$ cat config.mk
export PLATFORM = sky130hd
export DESIGN_NAME = ntt_frame_loader
export DESIGN_NICKNAME = d
export VERILOG_FILES = /design/src/rtl/ntt_pkg.sv /design/src/rtl/ntt_frame_bank.sv /design/src/rtl/ntt_frame_loader.sv
export SDC_FILE = /design/constraint.sdc
export NUM_CORES = 1
export LEC_CHECK = 0
export BUFFER_PORTS_ARGS = -buffer_cell sky130_fd_sc_hd__buf_2
export CORE_MARGIN = 2
export CORE_UTILIZATION = 50
export CTS_BUF_LIST = sky130_fd_sc_hd__clkbuf_8 sky130_fd_sc_hd__clkbuf_16
export DETAILED_ROUTE_END_ITERATION = 10
export MAX_ROUTING_LAYER = met4
export PLACE_DENSITY = 0.71
export SYNTH_ARGS = -nofsm -noshare
export SYNTH_HDL_FRONTEND = slang
export SYNTH_SLANG_ARGS = --single-unit
$ cat constraint.sdc
create_clock -name clk -period 2.1 [get_ports clk]
set_clock_uncertainty 0.05 [all_clocks]
set_input_delay 0.42 -clock clk [delete_from_list [all_inputs] [get_ports clk]]
set_output_delay 0.42 -clock clk [all_outputs]
set_load 0.05 [all_outputs]
$ cat src/rtl/ntt_pkg.sv
// rtl/ntt_pkg.sv - shared constants, coefficient type and lane helper for the NTT frame path
package ntt_pkg;

  localparam int NTT_LANES = 16;
  localparam int NTT_CW    = 4;
  localparam int NTT_QW    = 8;
  localparam int NTT_WW    = 5;

  typedef logic [NTT_CW-1:0] coeff_t;

  // Lane i of a flattened frame sits at bits [CW*i +: CW].
  function automatic coeff_t lane_get(input logic [NTT_LANES*NTT_CW-1:0] frame,
                                      input int unsigned                 lane);
    return frame[lane*NTT_CW +: NTT_CW];
  endfunction

endpackage

$ cat src/rtl/ntt_frame_bank.sv
// rtl/ntt_frame_bank.sv - one frame buffer: LANES coefficients plus the frame's q and w
module ntt_frame_bank
  import ntt_pkg::*;
#(
  parameter int LANES = NTT_LANES,
  parameter int CW    = NTT_CW,
  parameter int QW    = NTT_QW,
  parameter int WW    = NTT_WW,
  localparam int AW   = $clog2(LANES)
) (
  input  logic              clk,
  input  logic              rst_n,
  input  logic              we,
  input  logic [AW-1:0]     waddr,
  input  logic [CW-1:0]     wdata,
  input  logic              cap,
  input  logic [QW-1:0]     q_in,
  input  logic [WW-1:0]     w_in,
  output logic [LANES*CW-1:0] rd_coeff,
  output logic [QW-1:0]     rd_q,
  output logic [WW-1:0]     rd_w
);

  logic [CW-1:0] lane_r [LANES];
  logic [QW-1:0] q_r;
  logic [WW-1:0] w_r;

  // Cleared on reset so an empty bank never presents X on the output bus.
  always_ff @(posedge clk or negedge rst_n) begin
    if (!rst_n) begin
      for (int i = 0; i < LANES; i++) lane_r[i] <= '0;
      q_r <= '0;
      w_r <= '0;
    end else begin
      if (we)  lane_r[waddr] <= wdata;
      if (cap) begin
        q_r <= q_in;
        w_r <= w_in;
      end
    end
  end

  for (genvar i = 0; i < LANES; i++) begin : g_flat
    assign rd_coeff[i*CW +: CW] = lane_r[i];
  end

  assign rd_q = q_r;
  assign rd_w = w_r;

endmodule

$ cat src/rtl/ntt_frame_loader.sv
// rtl/ntt_frame_loader.sv - serial-to-frame ping-pong loader feeding the 16-point NTT stage
module ntt_frame_loader
  import ntt_pkg::*;
#(
  parameter int LANES = NTT_LANES,
  parameter int CW    = NTT_CW,
  parameter int QW    = NTT_QW,
  parameter int WW    = NTT_WW
) (
  input  logic                clk,
  input  logic                rst_n,
  input  logic                flush,
  input  logic                s_valid,
  output logic                s_ready,
  input  logic [CW-1:0]       s_data,
  input  logic                s_last,
  input  logic [QW-1:0]       s_q,
  input  logic [WW-1:0]       s_w,
  output logic                m_valid,
  input  logic                m_ready,
  output logic [LANES*CW-1:0] m_coeff,
  output logic [QW-1:0]       m_q,
  output logic [WW-1:0]       m_w,
  output logic                err,
  output logic [15:0]         frame_cnt
);

  localparam int AW = $clog2(LANES);

  logic [AW-1:0] cnt;
  logic          wr_sel;
  logic          rd_sel;
  logic [1:0]    bank_full;
  logic [1:0]    full_nxt;

  logic accept, at_end, complete, early, handoff;

  logic [LANES*CW-1:0] bank_coeff [2];
  logic [QW-1:0]       bank_q     [2];
  logic [WW-1:0]       bank_w     [2];

  // Ready depends only on registered state, never on m_ready.
  assign s_ready  = !bank_full[wr_sel];
  assign m_valid  = bank_full[rd_sel];
  assign accept   = s_valid && s_ready;
  assign at_end   = (cnt == AW'(LANES-1));
  assign complete = accept && at_end;
  assign early    = accept && s_last && !at_end;
  assign handoff  = m_valid && m_ready;

  for (genvar b = 0; b < 2; b++) begin : g_bank
    ntt_frame_bank #(
      .LANES (LANES),
      .CW    (CW),
      .QW    (QW),
      .WW    (WW)
    ) u_bank (
      .clk      (clk),
      .rst_n    (rst_n),
      .we       (accept && (wr_sel == 1'(b))),
      .waddr    (cnt),
      .wdata    (s_data),
      .cap      (accept && (wr_sel == 1'(b)) && (cnt == '0)),
      .q_in     (s_q),
      .w_in     (s_w),
      .rd_coeff (bank_coeff[b]),
      .rd_q     (bank_q[b]),
      .rd_w     (bank_w[b])
    );
  end

  assign m_coeff = bank_coeff[rd_sel];
  assign m_q     = bank_q[rd_sel];
  assign m_w     = bank_w[rd_sel];

  // Completion needs an empty write bank and hand-off a full read bank, so they never collide.
  always_comb begin
    full_nxt = bank_full;
    if (handoff)  full_nxt[rd_sel] = 1'b0;
    if (complete) full_nxt[wr_sel] = 1'b1;
  end

  always_ff @(posedge clk or negedge rst_n) begin
    if (!rst_n) begin
      cnt       <= '0;
      wr_sel    <= 1'b0;
      rd_sel    <= 1'b0;
      bank_full <= 2'b00;
      err       <= 1'b0;
      frame_cnt <= '0;
    end else if (flush) begin
      cnt       <= '0;
      wr_sel    <= 1'b0;
      rd_sel    <= 1'b0;
      bank_full <= 2'b00;
      err       <= 1'b0;
    end else begin
      bank_full <= full_nxt;
      err       <= (complete && !s_last) || early;
      if (complete) begin
        wr_sel <= ~wr_sel;
        cnt    <= '0;
      end else if (early) begin
        cnt <= '0;
      end else if (accept) begin
        cnt <= cnt + 1'b1;
      end
      if (handoff) begin
        rd_sel    <= ~rd_sel;
        frame_cnt <= frame_cnt + 16'd1;
      end
    end
  end

endmodule
# Word-level counts from Yosys, hierarchy flattened
# Index checks and enable logic that the tools add are counted.
# W data, S select, Z words.
[op_classes]
add_sub_neg = 2
magnitude_cmp = 7
n_eq_ne = 1
muxes = 33
bitwise_logic = 8
reduce_logical = 22
[op_table]
columns = ["op", "count"]
rows = [
  ["$mux W64", 3],
  ["$bwmux W64", 2],
  ["$mux W8", 3],
  ["$mux W4", 5],
  ["$add A16 B1 Y16 const B", 1],
  ["$demux W4 S4", 1],
  ["$mux W5", 3],
  ["$logic_and A1 B1 Y1", 13],
  ["$mux W1", 11],
  ["$mux W2", 3],
  ["$ge A5 B5 Y1 const B", 1],
  ["$lt A5 B1 Y1 const B", 1],
  ["$not A4 Y5", 1],
  ["$add A4 B1 Y4 const B", 1],
  ["$eq A4 B4 Y1 const B", 1],
  ["$logic_not A4 Y1", 1],
  ["$lt A1 B2 Y1 const B", 2],
  ["$reduce_bool A2 Y1", 2],
  ["$reduce_bool A4 Y1", 1],
  ["$logic_not A1 Y1", 3],
  ["$not A1 Y1", 3],
  ["$and A2 B2 Y2", 1],
  ["$demux W1 S1", 2],
  ["$ge A1 B1 Y1 const B", 2],
  ["6 further kinds", 6],
]
[word_totals]
reg_bits = 179
wordCells = 115

# Longest topological paths before layout
[depth]
word_depth = 10
depth_mapped = 6
depth_no_buf = 5

# Hierarchy
# From an unflattened synthesis, not the netlist that was laid out.
[unflattened]
hier_cells = 578
area_unflattened_um2 = 8089.0
[by_module_without_submodules]
columns = ["mod", "n_inst", "cells_per_inst", "area_per_inst_um2"]
rows = [
  ["ntt_frame_bank", 2, 184, 2977.9],
  ["ntt_frame_loader", 1, 210, 2133.3],
]

# Worst setup path after synthesis
# OpenSTA, ideal clock, no wires.
[synth_timing]
kind = "register to register"
startpoint = "register wr_sel"
endpoint = "register cnt[3]"
arrival_time_ns = 1.866
slack_ns = 0.106
stages_incl_launch_ff = 5
n_path_buf = 0
path_cell_list = "dfrtp_1 mux2i_2 nand2_2 or4_1 a21oi_1"
[synth_via]
elab_chain_len = 9
[synth_lines]
columns = ["item", "line", "source"]
rows = [
  ["start, declared", "ntt_frame_loader.sv:31", "logic wr_sel;"],
  ["start signal, assigned", "ntt_frame_loader.sv:101", "wr_sel <= ~wr_sel;"],
  ["$mux W1 (implied by the code) (*) (2 in series)", "ntt_frame_loader.sv:43", "assign s_ready = !bank_full[wr_sel];"],
  ["$logic_not A1 Y1 (*)", "ntt_frame_loader.sv:43", ""],
  ["via s_ready", "ntt_frame_loader.sv:14", "output logic s_ready,"],
  ["$logic_and A1 B1 Y1 (*)", "ntt_frame_loader.sv:45", "assign accept = s_valid && s_ready;"],
  ["$logic_and A1 B1 Y1 (2 in series)", "ntt_frame_loader.sv:48", "assign early = accept && s_last && !at_end;"],
  ["$mux W4", "ntt_frame_loader.sv:103", "end else if (early) begin"],
  ["$mux W4", "ntt_frame_loader.sv:100", "if (complete) begin"],
  ["$mux W4", "ntt_frame_loader.sv:91", "end else if (flush) begin"],
  ["end signal, assigned", "ntt_frame_loader.sv:106", "cnt <= cnt + 1'b1;"],
  ["end, declared", "ntt_frame_loader.sv:30", "logic [AW-1:0] cnt;"],
]
# Mark *: on every way through the listed nets, which the timed path passes. The rest lies on a longest branch. The select of a mux whose other input is x is not followed.
# A chain may end at the register's enable or synchronous reset.

# Worst setup path after layout
[layout_timing]
startpoint = "register rd_sel"
endpoint = "output port m_coeff[48]"
[layout_via]
elab_chain_len = 4
[layout_lines]
columns = ["item", "line", "source"]
rows = [
  ["start, declared", "ntt_frame_loader.sv:32", "logic rd_sel;"],
  ["start signal, assigned", "ntt_frame_loader.sv:109", "rd_sel <= ~rd_sel;"],
  ["$not A1 Y2 (implied by the code)", "ntt_frame_loader.sv:72", "assign m_coeff = bank_coeff[rd_sel];"],
  ["$mux W64 (implied by the code) (3 in series)", "ntt_frame_loader.sv:72", ""],
  ["end, declared", "ntt_frame_loader.sv:21", "output logic [LANES*CW-1:0] m_coeff,"],
]
# Every way passes these cells. The select of a mux whose other input is x is not followed.

==> qor.yml <==
outcome: "complete, but fails checks"
violations: "setup timing"
start_util_pct: 51.3
cp_num_buf_inv: 3
rsz0062_at_grt: "true"
hpwlAfterDp_um: 11800
yosys-top-cells-area: "dfrtp_1 55%, mux2_2 30%, mux2_4 2.2%, xnor2_1 1.2%, nand2_1 1.1%"
finalCritPeriodShare_pct: 104
place_area_um2: 9070
yosysWarnings: 0
worst_slew_pin_slew_ps: 674
hold_depth: 2
routed_wl_um: 18300
wl_per_cell_um: 19.5
io_pins: 119
arrival_ps: 1710
cts_buffer_depth: 2
worst_ir_drop_vdd_v: 0.000609
ys_seq_area_share_pct: 54.8
dieHeight_um: 132
antenna_left: 0
dr.pass1.iters: 4
grt_pass1_wl_um: 29500
globalRouteOverflowTotal: 0
routed_via_density: 5.46
yosysTopAreaCellShare_pct: 54.8
portBuffers: 118
min_path_type: "primary input to flip-flop"
drive_gt1_share_pct: 57.5
numCtsBuffers: 17
worst_setup_path_start_kind: "flip-flop"
slowest_delay_ps: 520
avgSynthCellArea_um2: 14.1
synth.distinct_cells: 42
drv_slew: 0
dp_worst_setup_slack_ps: 129
cap_violations: 0
cts_htree_levels: 4
slew_headroom_pct: 55.1
netlist_area_um2: 8170
gp_congestion: 0.817
cts_root_buf: "clkbuf_16"
layout_common_cells: "202 x mux2_2, 178 x dfrtp_1, 77 x buf_6, 39 x buf_2, 30 x mux2_4"
area_growth_pct: 27.8
rows: 46
tritoncts: "built"
insertion_delay_ps: 420
die_area_um2: 17400
synthCells: 581
cts_sinks: 179
layout_setup_ws_ps: -77.0
fin_nets: 738
rr_worst_depth: 6
power_leakage_nw: 5.16
grt_max_degree: 53
yosys.area.top_type: "dfrtp_1"
cp.depth: 4
powerDensity_nw_per_um2: 779
layout_commonest_cell: "mux2_2"
ys_ff_latch: 179
fmax_mhz: 459
vias: 5133
grtUsageTotal_pct: 22.3
die_w_um: 132
antenna_found_initial: 1
crit_fanout: 10
setup_viol: 58
grt_pass1_vias: 5556
fin_crit_ps: 2180
crit_type: "flip-flop to output port"
fin_area_um2: 10400
clk_pin_slew_ps: 70
worst_ep_required_time_ps: 1630
first_iter_violations: 253
core_area_um2: 15900
crit_family: "flip-flops"
drc: 0
end_kind: "output port"
slowest_stage: "dfrtp_4"
syn-num-nets: 609
cp_cell_sequence: "buf_12 -> buf_16 -> mux2_2 -> buf_6"
hold_viol: 0
## worst paths after layout
kind / start / end / slack [ps]
worst max-delay path: rd_sel / m_coeff[48] / -80
worst min-delay path: s_q[5] / g_bank[1].u_bank.rd_q[5] / 190
worst max register to register: rd_sel / frame_cnt[7] / 100
worst min register to register: frame_cnt[15] / frame_cnt[15] / 410
max in group asynchronous: rst_n / g_bank[1].u_bank.rd_coeff[12] / 890
min in group asynchronous: rst_n / g_bank[0].u_bank.rd_w[2] / 440
## per-layer routing
layer  track usage, %  wire length [um]
met5                -                 0
met4             5.07               131
met3             5.23               738
met2             37.2              9260
met1             27.9              8170
## Yosys cell counts
library cell,n
and2_4,2
or4_1,1
nand2_2,1
nor4_4,1
nor3_1,3
xnor2_1,11
dfrtp_1,179
inv_1,5
nand2b_1,3
xor2_1,5
nand2_4,2
and4_1,1
clkbuf_1,21
nand2_1,24
mux2i_2,1
and2b_4,1
o21ai_0,4
nand4_1,6
ha_1,5
mux2_2,220
mux2_4,12
and2b_2,1
nor3b_1,1
nor2b_1,5
buf_2,3
nand3_4,1
a31o_2,1
mux2i_4,1
buf_8,1
and2b_1,2
a2bb2oi_1,1
or3_1,2
or4b_1,1
nor2_1,21
and3_1,6
buf_6,1
a21oi_1,7
nand4b_1,1
nor4_2,1
nand3_1,13
buf_4,1
nor2b_2,2
## flip-flops by register name, summed over array words and instances (netlist names)
name and cells:
g_bank.u_bank.rd_coeff 128, bank_full 2, rd_sel 1, cnt 4
frame_cnt 16, g_bank.u_bank.rd_q 16, err 1, g_bank.u_bank.rd_w 10
wr_sel 1
## area by class of cell
type | count | area [um2]
Antenna cell | 1 | 2.50
Clock buffer | 18 | 439
Clock inverter | 14 | 233
Fill cell | 1164 | 5500
Inverter | 5 | 18.8
Multi-Input combinational cell | 370 | 3610
Sequential cell | 179 | 4480
Tap cell | 216 | 270
Timing Repair Buffer | 137 | 1380
## report_power, final
part           leakage (nW)  internal [W]  switching (W)
Sequential             2.45       0.00354      0.0000491
Clock                 0.331       0.00226        0.00131
Combinational          2.38      0.000370       0.000607
## timing repair
| item | 4_1_cts | 5_1_grt |
|---|---|---|
| hold endpoints to repair | 45 | 0 |
| resized for setup | 165 | 18 |
| setup endpoints to repair | 78 | 78 |
| hold buffers | 1 | 0 |
| setup buffers | 4 | 0 |
| gates cloned | 2 | 1 |
## metrics by stage
step	cells	util, %	TNS [ps]	hold WS (ps)	total power (W)
2_1_floorplan	581	-	0	74.4	0.00422
3_3_place_gp	900	56.9	0	336	0.00446
3_5_place_dp	900	56.9	0	342	0.00448
4_1_cts	939	65.1	-5040	173	0.00821
5_1_grt	940	65.5	-5390	176	0.00841
6_report	940	65.5	-2530	189	0.00813
## kinds of logic (layout without fill, tap and decap cells)
kind of cell	after synthesis	in the layout	share of synthesized area (%)
xor gates and xnor gates	16	16	1.71
other	0	1	0
AOI/OAI and AO/OA	13	13	0.888
buffers and inverters	32	174	1.79
DFF	179	179	54.8
and+or+nand+nor	102	102	7.07
muxes	234	234	33.0
adders and majority gates	5	5	0.765
## worst register-to-register path, delay by kind of cell, from the launching register on
kind	cells	cell delay, ps
buffers and inverters	2	390
DFF	1	520
xor gates and xnor gates	1	150
and+or+nand+nor	2	530
muxes	1	240
(Power assumes the default switching activity.)
